File: src/rtl/psum_requant.sv
// psum_requant: output stage below one column of the systolic MAC array.
// It accumulates a column's partial sums over several input-channel passes
// in a local buffer. On the last pass it requantizes each sum from the P
// format to the A format (round-half-up, optional ReLU, saturation) and
// presents it through a valid/ready handshake.
//
// State table:
//   state | meaning
//   IDLE  | waiting for start with a valid config
//   RUN   | accepting psums; accumulates in non-last passes, emits in the last
//   DRAIN | last psum accepted; waiting for the final result to be taken
//
// Ports:
//   clk, rst        clock, asynchronous active-high reset
//   start           one-cycle pulse; latches cfg_* (honoured in IDLE only)
//   cfg_len         psums per pass, 1..DEPTH
//   cfg_passes      number of passes, >= 1
//   cfg_relu        clamp negative results to 0 before saturation
//   in_valid/in_psum/in_ready     psum stream from the array column
//   out_valid/out_data/out_ready  requantized activations to memory
//   busy            high whenever state != IDLE
//   done            one-cycle pulse on return to IDLE
module psum_requant #(
  parameter int A_BITWIDTH = 16,
  parameter int A_FRAC_BIT = 8,
  parameter int P_BITWIDTH = 40,
  parameter int P_FRAC_BIT = 14,
  parameter int DEPTH      = 16,
  parameter int PASS_W     = 8
) (
  input  logic                         clk,
  input  logic                         rst,
  input  logic                         start,
  input  logic [$clog2(DEPTH+1)-1:0]   cfg_len,
  input  logic [PASS_W-1:0]            cfg_passes,
  input  logic                         cfg_relu,
  input  logic                         in_valid,
  input  logic [P_BITWIDTH-1:0]        in_psum,
  output logic                         in_ready,
  output logic                         out_valid,
  output logic [A_BITWIDTH-1:0]        out_data,
  input  logic                         out_ready,
  output logic                         busy,
  output logic                         done
);

  localparam int LEN_W = $clog2(DEPTH+1);
  localparam int IDX_W = (DEPTH > 1) ? $clog2(DEPTH) : 1;
  localparam int P     = P_BITWIDTH;
  localparam int A     = A_BITWIDTH;
  localparam int SH    = P_FRAC_BIT - A_FRAC_BIT;
  localparam int SHM1  = (SH > 0) ? SH - 1 : 0;

  // Rounding constant is zero when no shift is needed, so one datapath covers SH==0.
  localparam logic signed [P:0] RND = (SH > 0) ? ((P+1)'(1) << SHM1) : '0;

  localparam logic [P-1:0] P_MAX = {1'b0, {(P-1){1'b1}}};
  localparam logic [P-1:0] P_MIN = {1'b1, {(P-1){1'b0}}};
  localparam logic signed [P:0] A_MAX_X = {{(P+2-A){1'b0}}, {(A-1){1'b1}}};
  localparam logic signed [P:0] A_MIN_X = {{(P+2-A){1'b1}}, {(A-1){1'b0}}};

  typedef enum logic [1:0] {S_IDLE, S_RUN, S_DRAIN} state_t;

  state_t            state, state_nx;
  logic [LEN_W-1:0]  len_q;
  logic [PASS_W-1:0] passes_q;
  logic [PASS_W-1:0] pass;
  logic              relu_q;
  logic [IDX_W-1:0]  idx;
  logic [P-1:0]      acc_buf [DEPTH];

  logic              cfg_ok;
  logic              accept;
  logic              last_pass;
  logic              idx_last;
  logic [P-1:0]      rd;
  logic [P:0]        addend;
  logic [P:0]        sum_x;
  logic [P-1:0]      sum_sat;
  logic signed [P:0] rq_x;
  logic [A-1:0]      rq_a;

  assign cfg_ok    = start && (cfg_len != '0) && (cfg_len <= LEN_W'(DEPTH)) &&
                     (cfg_passes != '0);
  assign in_ready  = (state == S_RUN) && (!out_valid || out_ready);
  assign accept    = in_valid && in_ready;
  assign last_pass = (pass == passes_q - PASS_W'(1));
  assign idx_last  = (LEN_W'(idx) == len_q - LEN_W'(1));
  assign busy      = (state != S_IDLE);
  assign rd        = acc_buf[idx];

  // Accumulate at P+1 bits, then clamp back to the P range.
  always_comb begin
    addend  = (pass == '0) ? '0 : {rd[P-1], rd};
    sum_x   = {in_psum[P-1], in_psum} + addend;
    sum_sat = sum_x[P-1:0];
    if (sum_x[P] != sum_x[P-1]) begin
      sum_sat = sum_x[P] ? P_MIN : P_MAX;
    end
  end

  // Requantize: round-half-up arithmetic shift, optional ReLU, saturate to A.
  always_comb begin
    rq_x = ($signed({sum_sat[P-1], sum_sat}) + RND) >>> SH;
    if (relu_q && rq_x[P]) begin
      rq_x = '0;
    end
    if (rq_x > A_MAX_X) begin
      rq_a = {1'b0, {(A-1){1'b1}}};
    end else if (rq_x < A_MIN_X) begin
      rq_a = {1'b1, {(A-1){1'b0}}};
    end else begin
      rq_a = rq_x[A-1:0];
    end
  end

  always_ff @(posedge clk or posedge rst) begin
    if (rst) begin
      state <= S_IDLE;
    end else begin
      state <= state_nx;
    end
  end

  always_comb begin
    state_nx = state;
    case (state)
      S_IDLE:  if (cfg_ok) state_nx = S_RUN;
      S_RUN:   if (accept && last_pass && idx_last) state_nx = S_DRAIN;
      S_DRAIN: if (!out_valid || out_ready) state_nx = S_IDLE;
      default: state_nx = S_IDLE;
    endcase
  end

  always_ff @(posedge clk or posedge rst) begin
    if (rst) begin
      len_q     <= '0;
      passes_q  <= '0;
      relu_q    <= 1'b0;
      idx       <= '0;
      pass      <= '0;
      out_valid <= 1'b0;
      out_data  <= '0;
      done      <= 1'b0;
    end else begin
      done <= (state == S_DRAIN) && (state_nx == S_IDLE);

      if (state == S_IDLE && cfg_ok) begin
        len_q    <= cfg_len;
        passes_q <= cfg_passes;
        relu_q   <= cfg_relu;
        idx      <= '0;
        pass     <= '0;
      end else if (accept) begin
        if (idx_last) begin
          idx  <= '0;
          pass <= pass + PASS_W'(1);
        end else begin
          idx  <= idx + IDX_W'(1);
        end
      end

      // A reload in the same cycle as a handshake keeps out_valid high.
      if (accept && last_pass) begin
        out_valid <= 1'b1;
        out_data  <= rq_a;
      end else if (out_ready) begin
        out_valid <= 1'b0;
      end
    end
  end

  // Buffer is not reset: pass 0 overwrites every entry before it is read.
  always_ff @(posedge clk) begin
    if (accept && !last_pass) begin
      acc_buf[idx] <= sum_sat;
    end
  end

endmodule

File: config.mk
export PLATFORM = sky130hd
export DESIGN_NAME = psum_requant
export DESIGN_NICKNAME = d
export VERILOG_FILES = /design/src/rtl/psum_requant.sv
export SDC_FILE = /design/constraint.sdc
export NUM_CORES = 1
export LEC_CHECK = 0
export ABC_AREA = 1
export CAP_MARGIN = 20
export CORE_MARGIN = 2
export CORE_UTILIZATION = 35
export DETAILED_ROUTE_END_ITERATION = 6
export SLEW_MARGIN = 30
export SYNTH_ARGS = -nofsm -noshare
export SYNTH_HDL_FRONTEND = slang
export SYNTH_SLANG_ARGS = --single-unit
File: constraint.sdc
create_clock -name clk -period 11 [get_ports clk]
set_input_delay 2.2 -clock clk [delete_from_list [all_inputs] [get_ports clk]]
set_output_delay 2.2 -clock clk [all_outputs]
set_load 0.02 [all_outputs]
# Word-level counts from Yosys, hierarchy flattened
# Memory sizes are Yosys's and may differ from the RTL's.
# Index checks and enable logic that the tools add are counted.
dict set report totals {
  ff_bits 46
  ram_bits 640
  output_inout_bits 20
  memories 1
}
dict set report op_classes {
  n_addsub 6
  magnitude_cmp 3
  n_eq_ne 5
  n_mux 20
  reduce_logical 24
}
# memory depth word_bits rd rd_ports_with_merged_regs write_ports line_no
set mem_list {}
lappend mem_list {acc_buf 16 40 1 0 1 70} ;# logic [P-1:0] acc_buf [DEPTH];
# op n
set ops {}
lappend ops {{2-to-1 mux 41 bit} 2}
lappend ops {{2-to-1 mux 40 bit} 2}
lappend ops {{adder 40 x 7 -> 41 bit, second input constant} 1}
lappend ops {{adder 41 bit} 1}
lappend ops {{> comparator 41 x 16 -> 1 bit, second input constant} 1}
lappend ops {{less-than comparator 41 x 16 -> 1 bit, second input constant} 1}
lappend ops {{2-to-1 mux 16 bit} 2}
lappend ops {{2-to-1 mux 8 bit} 3}
lappend ops {{2-to-1 mux 4 bit} 3}
lappend ops {{logical AND 1 bit} 11}
lappend ops {{adder 8 x 1 -> 8 bit, second input constant} 1}
lappend ops {{== test 8 bit} 1}
lappend ops {{logical NOT 8 bit} 1}
lappend ops {{nonzero test 2 bit} 4}
lappend ops {{nonzero test 8 bit} 1}
lappend ops {{subtractor 8 x 1 -> 8 bit, second input constant} 1}
lappend ops {{2-to-1 mux 2 bit} 3}
lappend ops {{one-hot mux 2 bit (3 select lines)} 1}
lappend ops {{== test 4 x 5 -> 1 bit} 1}
lappend ops {{<= comparator 5 bit, second input constant} 1}
lappend ops {{nonzero test 5 bit} 1}
lappend ops {{subtractor 5 x 1 -> 5 bit, second input constant} 1}
lappend ops {{adder 4 x 1 -> 4 bit, second input constant} 1}
lappend ops {{logical NOT 2 bit} 2}
lappend ops {{other kinds (7)} 11}

# Logic depth before layout (Yosys ltp)
# Gate-level depths: netlist of run 1.
dict set report depth {
  word_depth 11
  ltp_mapped 46
  depth_no_buf 41
}

# Least setup slack after synthesis of run 1
# Ideal clock, no wire load.
dict set report synth_path {
  path_type {input to register}
  startpoint {in in_psum[0]}
  endpoint {reg out_data[0]}
  setup_time_ns 0.114
  arrival_time_ns 6.323
  required_ns 10.886
  slack_ns 4.563
  cell_stages 34
  path_buffers 2
  cell_sequence {ha_1 -> inv_1 -> fa_1 -> inv_1 -> nand2_1 -> nand2_1 -> nand3_1 -> nand2_2 -> nand2_1 -> nand3_2 -> nand2_2 -> nand2_1 -> nand2_1 -> nand2_4 -> nand2_4 -> buf_4 -> a21oi_1 -> ha_1 -> nand2_1 -> nor2_2 -> nand3_2 -> nor2_4 -> nand3_1 -> nand2_1 -> nand2_1 -> nand2_1 -> nand2_1 -> nor2_1 -> nand3_1 -> nor2_1 -> nor2_4 -> buf_8 -> nor2_2 -> nor2_2}
}
dict set report synth_between {
  elab_chain_len 9
}
# element line_no
set synth_rtl {}
lappend synth_rtl {{start, declared} 38} ;# input logic [P_BITWIDTH-1:0] in_psum,
lappend synth_rtl {{adder 41 bit *} 95} ;# sum_x = {in_psum[P-1], in_psum} + addend;
lappend synth_rtl {{2-to-1 mux 40 bit / != test 1 bit (equally long branches)} {98, 97}}
lappend synth_rtl {{2-to-1 mux 40 bit *} 97} ;# if (sum_x[P] != sum_x[P-1]) begin
lappend synth_rtl {{net sum_sat[6]} 79} ;# logic [P-1:0] sum_sat;
lappend synth_rtl {{adder 40 x 7 -> 41 bit *} 104} ;# rq_x = ($signed({sum_sat[P-1], sum_sat}) + RND) >>> SH;
lappend synth_rtl {{logical AND 1 bit} 105} ;# if (relu_q && rq_x[P]) begin
lappend synth_rtl {{2-to-1 mux 41 bit *} 105}
lappend synth_rtl {{less-than comparator 41 x 16 -> 1 bit} 110} ;# end else if (rq_x < A_MIN_X) begin
lappend synth_rtl {{2-to-1 mux 16 bit} 110}
lappend synth_rtl {{2-to-1 mux 16 bit *} 108} ;# if (rq_x > A_MAX_X) begin
lappend synth_rtl {{end signal, assigned} 166} ;# out_data <= rq_a;
lappend synth_rtl {{end, declared} 41} ;# output logic [A_BITWIDTH-1:0] out_data,
# The timed path passes the listed nets; every way through them passes the cells marked *.
# A chain may end at the register's enable or synchronous reset.

# Final worst setup path of run 1
dict set report layout_path {
  startpoint {reg idx[0]}
  endpoint {reg out_data[3]}
}
dict set report layout_between {
  elab_chain_len 11
}
# element line_no
set layout_rtl {}
lappend layout_rtl {{start, declared} 69} ;# logic [IDX_W-1:0] idx;
lappend layout_rtl {{start signal, assigned} 159} ;# idx <= idx + IDX_W'(1);
lappend layout_rtl {{memory read (16 x 40 bit) *} n/a}
lappend layout_rtl {{2-to-1 mux 41 bit *} 94} ;# addend = (pass == '0) ? '0 : {rd[P-1], rd};
lappend layout_rtl {{adder 41 bit *} 95}
lappend layout_rtl {{2-to-1 mux 40 bit / != test 1 bit (equally long branches)} {98, 97}}
lappend layout_rtl {{2-to-1 mux 40 bit *} 97}
lappend layout_rtl {{net sum_sat[39]} 79}
lappend layout_rtl {{adder 40 x 7 -> 41 bit *} 104}
lappend layout_rtl {{logical AND 1 bit} 105}
lappend layout_rtl {{2-to-1 mux 41 bit *} 105}
lappend layout_rtl {{less-than comparator 41 x 16 -> 1 bit} 110}
lappend layout_rtl {{2-to-1 mux 16 bit} 110}
lappend layout_rtl {{2-to-1 mux 16 bit *} 108}
# Marked as above.

==> results of run 1 <==
-- synthesized netlist by cell type, types with 6 or more instances --
library cell / count / area [sq um]
nand3b_1: 7 / 52.6
or2_2: 17 / 106
dfrtp_1: 46 / 1150
a21oi_2: 9 / 78.8
edfxtp_1: 640 / 19200
nor3_1: 12 / 60.1
nor2_2: 37 / 231
nand3_2: 6 / 60.1
a21oi_1: 57 / 285
inv_1: 221 / 830
xnor2_1: 16 / 140
a41oi_1: 39 / 342
ha_1: 49 / 613
o21bai_1: 8 / 60.1
nand3_1: 101 / 505
nand2_2: 11 / 68.8
nand2_1: 666 / 2500
nor2_1: 518 / 1940
o21ai_0: 367 / 1840
clkbuf_1: 131 / 492
o22ai_1: 161 / 1010
xor2_1: 26 / 228
nand4_1: 16 / 100
-- cell families after synthesis --
family	share of synthesized area, %
flip-flops	62.7
AO/OA/AOI/OAI	11.8
AND/OR/NAND/NOR	17.8
XOR/XNOR	1.13
adder cells (fa/ha/maj)	1.95
buffers and inverters	4.62
-- area by class of cell --
type | count | area (sq um)
clock buffer | 98 | 1920
clock inverter | 28 | 305
fill | 8925 | 54900
inverter | 227 | 862
multi-input combinational | 2168 | 10800
sequential | 686 | 20400
tap | 1243 | 1560
timing repair buffer | 119 | 1140
-- worst min-delay path, delay by kind of cell, from the launching register on --
| kind | cells | cell delay (ns) |
|---|---|---|
| simple gates | 1 | 0.05 |
| compound gates | 1 | 0.06 |
| flops | 1 | 0.35 |
-- flip-flops by register name, indices dropped and copies added, names as in the netlist --
| name | count |
|---|---|
| acc_buf | 640 |
| done | 1 |
| idx | 4 |
| len_q | 5 |
| out_data | 16 |
| out_valid | 1 |
| pass | 8 |
| passes_q | 8 |
| relu_q | 1 |
| state | 2 |
-- worst paths after layout --
check | to | slack, ns | cells past startpoint
max | out_data[3] | 2.82 | 35
min | out_data[15] | 0.49 | 2
max reg2reg | out_data[3] | 2.82 | 35
min reg2reg | out_data[15] | 0.49 | 2
max in group asynchronous | idx[0] | 8.39 | 3
min in group asynchronous | out_data[7] | 2.09 | 3
-- stage by stage --
stage                     setup slack, ns  instances  area, sq um
after floorplan                      4.56       3229        32500
after global placement               2.82       4443        34700
after detailed placement             2.77       4443        34700
after CTS                            2.85       4569        36900
after global routing                 2.10       4569        36900
final                                2.82       4569        36900
-- layer usage --
metal  GRT usage (%)  vias to the layer above  wire length (um)
li1                -                    11296                 -
met1            27.9                    11810             43100
met2            34.4                      846             47200
met3            2.36                      136              6190
met4            6.77                        2              2670
met5               0                        -                12
==> impl_results.md, run 1 <==
* Status: completed
* Post-synthesis cell count at 3229
* Commonest register cell after synthesis: edfxtp_1
* Area growth from synthesis to layout at 13.7%
* Number of DRC markers in iteration 0 at 2319
* Critical path arrival at 8.71 ns
* Most frequent cells in the layout: 666 x nand2_1, 640 x edfxtp_1, 497 x nor2_1, 367 x o21ai_0, 219 x inv_1
* Number of buffers created by CTS at 70
* Setup tns final at 0 ns
* First-pass GRT wire length at 146000 um
* Cell variety after synth at 51
* Async SR Flop Fraction at 6.71%
* Clk slew on worst S/H paths at 0.06 ns
* Die Area at 95300 sq um
* Register area share after synthesis at 62.7%
* Critical path startpoint: idx[0]
* Number of global-route vias before repair at 22796
* Reg-to-Reg Start: idx[0]
* Max-slew headroom at 33.5%
* Layout cells sized above 1 at 7.67%
* CP max FO at 154
* Vias post-DR at 24090
* Number of top-level pins at 79
* Root Driver: clkbuf_16
* Crit path max-delay family: simple AND/OR/NAND/NOR gates
* Wirelength, routed at 99200 um
* Die Ht at 309 um
* Yosys warns at 0
* Kind of end point of the critical path: flop
* CP max stage delay at 0.70 ns
* Worst EP required at 11.53 ns
* Initial Util at 35.4%
* Post-Syn Nets at 3338
* Startpoint types: flop
* Clk sink count at 686
* Total Nets Final at 3381
* CTS tree: built
* CP max-delay cell: inv_8
* Hold_sp: out_data[15]
* Final Slew Violations at 0
* FMAX at 0.122 GHz
* Final period demand of the worst path at 8.18 ns
* Port Buffers at 78
* GRT Resource Usage Total at 20.6%
* Core area at 91800 sq um
* Setup violation total in the final timing report at 0
* Post-CTS Setup Inserts at 0
* Cell Area, Synth at 32500 sq um
* Most common cell after layout, fill and taps aside: nand2_1
* Overflow after GRT at 0
* Largest net degree at the start of global routing at 159
* Least-Margin Pin Slew at 0.995 ns
* CP bufs+invs at 3
* EDFF count, synth at 640
* Antenna diodes at 0
* Initial antenna violation count at 2
* Max capacitance violation total at 0
* GP Congestion at 1.00
* Post-DP HPWL at 59700 um
* Utilization after layout at 40.2%
* Clock insertion delay at the later pin of the skew report at 0.62 ns
* Remaining antenna violation count at 0
* WL/cell at 21.7 um
* Post-CTS sizing at 0
* Synthesized flop and latch total at 686
* Cell Rows at 111
* Final clock skew at 0.0322 ns
* Most frequent CP cell: nand2_1
* # hold bufs at CTS at 0
* # H-tree levels at 3
* Critical setup path kind: flop to flop
* Die width at 309 um
* Drt via density at 5.27
* Fin crit share at 74.4%
* Hold Fails Final Rpt at 0
* Hold Crit Class: flop to flop
* # DRC at 0
* Mean post-synth cell area at 10.1 sq um
* WHS at 0.494 ns
* Unrepaired setup endpoints after global routing: false
* First-pass DRT Iterations at 5
* Clk buf depth at 3
Power of run 1 is left out: the tool's default activity adds up to more than one toggle a clock period on the data nets, which glitch-free logic cannot reach.
==> inputs of run 2 (changes only) <==
==> constraint.sdc (replaced) <==
create_clock -name clk -period 7.55 [get_ports clk]
set_input_delay 1.51 -clock clk [delete_from_list [all_inputs] [get_ports clk]]
set_output_delay 1.51 -clock clk [all_outputs]
set_load 0.02 [all_outputs]
==> impl_results.md, run 2 (synthesis gave the netlist of run 1 again) <==
* End of the worst hold path: out_data[15]
* First-pass DRT Iterations at 6 (+1)
* Die Ht at 309 um (unchanged)
* Cell Rows at 111 (unchanged)
* CP max stage delay at 0.59 ns (-0.11 ns)
* Number of buffers created by CTS at 73 (+4.3%)
* Post-route met1 wirelength at 43800 um (+1.4%)
* Most frequent CP cell: nand2_1
* Vias post-DR at 24402 (+1.3%)
* Most frequent cells in the layout: 666 x nand2_1, 640 x edfxtp_1, 498 x nor2_1, 367 x o21ai_0, 219 x inv_1
* # H-tree levels at 3 (unchanged)
* R2r setup slk at 0.61 ns (-2.21 ns)
* Port Buffers at 78 (unchanged)
* Critical setup path kind: flop to flop
* Setup tns final at 0 ns (unchanged)
* Final Slew Violations at 0 (unchanged)
* Reg-to-Reg Start: idx[3]
* Antenna diodes at 0 (unchanged)
* Largest net degree at the start of global routing at 168 (+5.7%)
* Kind of end point of the critical path: flop
* GP Congestion at 0.966 (-3.6%)
* Most common cell after layout, fill and taps aside: nand2_1
* Die Area at 95300 sq um (unchanged)
* Reg2reg end: out_data[7]
* Number of global-route vias before repair at 23070 (+1.2%)
* Initial Util at 35.4% (unchanged)
* Reg2Reg Depth at 30 (-14%)
* Fin crit share at 91.9% (+18 points)
* Total Nets Final at 3434 (+1.6%)
* WHS at 0.501 ns (+0.00712 ns)
* Top sig layer: met5
* Met2 Wirelength at 46500 um (-1.5%)
* Root Driver: clkbuf_16
* Clk sink count at 686 (unchanged)
* Initial antenna violation count at 2 (unchanged)
* Final clock skew at 0.0236 ns (-0.00853 ns)
* Inst Count DP at 4492 (+1.1%)
* Met3 WL at 7070 um (+14%)
* First-pass GRT wire length at 148000 um (+1.3%)
* Layout cells sized above 1 at 9.10% (+1.4 points)
* Status: completed
* Final period demand of the worst path at 6.94 ns (-1.24 ns)
* Remaining antenna violation count at 0 (unchanged)
* Clk buf depth at 3 (unchanged)
* # DRC at 0 (unchanged)
* Die width at 309 um (unchanged)
* WL/cell at 21.9 um (+0.66%)
* FMAX at 0.144 GHz (+18%)
* Post-CTS sizing at 0 (unchanged)
* Unrepaired setup endpoints after global routing: false
* Hold_sp: out_data[15]
* Critical path arrival at 7.48 ns (-1.23 ns)
* Hold Crit Class: flop to flop
* Post-CTS Setup Inserts at 0 (unchanged)
* CP max FO at 30 (-81%)
* CP max-delay cell: dfrtp_1
* Drt via density at 5.28 (+0.22%)
* Number of DRC markers in iteration 0 at 2384 (+2.8%)
* Overflow after GRT at 0 (unchanged)
* GRT Resource Usage Total at 20.9% (+0.38 points)
* Wirelength, routed at 101000 um (+1.7%)
* Hold Fails Final Rpt at 0 (unchanged)
* Biggest register: acc_buf
* Max-slew headroom at 36.2% (+2.7 points)
* Max capacitance violation total at 0 (unchanged)
* Post-DP HPWL at 64200 um (+7.6%)
* Number of cells on the worst hold path at 2 (unchanged)
* Setup violation total in the final timing report at 0 (unchanged)
* Number of flip-flops in the largest register at 640 (unchanged)
* Area occupied by multi-input gates at 10800 sq um (-0.10%)
* Top Registers: acc_buf (640), out_data (16)
* CTS tree: built
* Startpoint types: flop
* # hold bufs at CTS at 0 (unchanged)
* Clock insertion delay at the later pin of the skew report at 0.61 ns (about the same)
* Clk slew on worst S/H paths at 0.06 ns (about the same)
* Final non-filler cell total at 4618 (+1.1%)
* Worst EP required at 8.09 ns (-3.44 ns)
* Area growth from synthesis to layout at 15.2%
* Register area at 20400 sq um (unchanged)
* Number of top-level pins at 79 (unchanged)
* Core area at 91800 sq um (unchanged)
* Fill cells at 8917 (-0.090%)
* Least-Margin Pin Slew at 0.957 ns (-0.0381 ns)
run 2: per-layer routing:
layer,GRT usage [%],vias up
met3,3.19,183
met2,33.5,940
li1,-,11415
met4,7.82,2
met5,0,-
met1,28.8,11862
run 2: worst max-delay path: cells and delay by family (launching register included):
kind	cells	cell delay, ns
buffers and inverters	2	0.83
AOI/OAI and AO/OA	3	0.92
DFF	1	0.59
adders and majority gates	2	0.64
and+or+nand+nor	23	3.82
run 2: worst max path at each step:
stage	from	end	slack (ns)
after floorplan	idx[0]	out_data[0]	1.40
after global placement	in_psum[0]	out_data[5]	0.70
after detailed placement	in_psum[0]	out_data[7]	0.65
after CTS	idx[3]	out_data[7]	0.63
after global routing	idx[3]	out_data[7]	0.07
final	idx[3]	out_data[7]	0.61
run 2: area by class of cell:
class	count	share of cell area (%)
sequential	686	54.4
multi-input combinational	2168	28.8
clock buffer	89	5.12
timing repair buffer	169	4.58
tap	1243	4.15
inverter	227	2.30
clock inverter	36	0.652
run 2: metrics by stage:
stage	util [%]	worst slack, ns	cell area, sq um
after floorplan	-	1.40	32500
after global placement	38.3	0.701	35200
after detailed placement	38.4	0.652	35300
after CTS	40.8	0.626	37400
after global routing	40.8	0.0660	37400
final	40.8	0.610	37400
Power of run 2 is left out for the same reason.
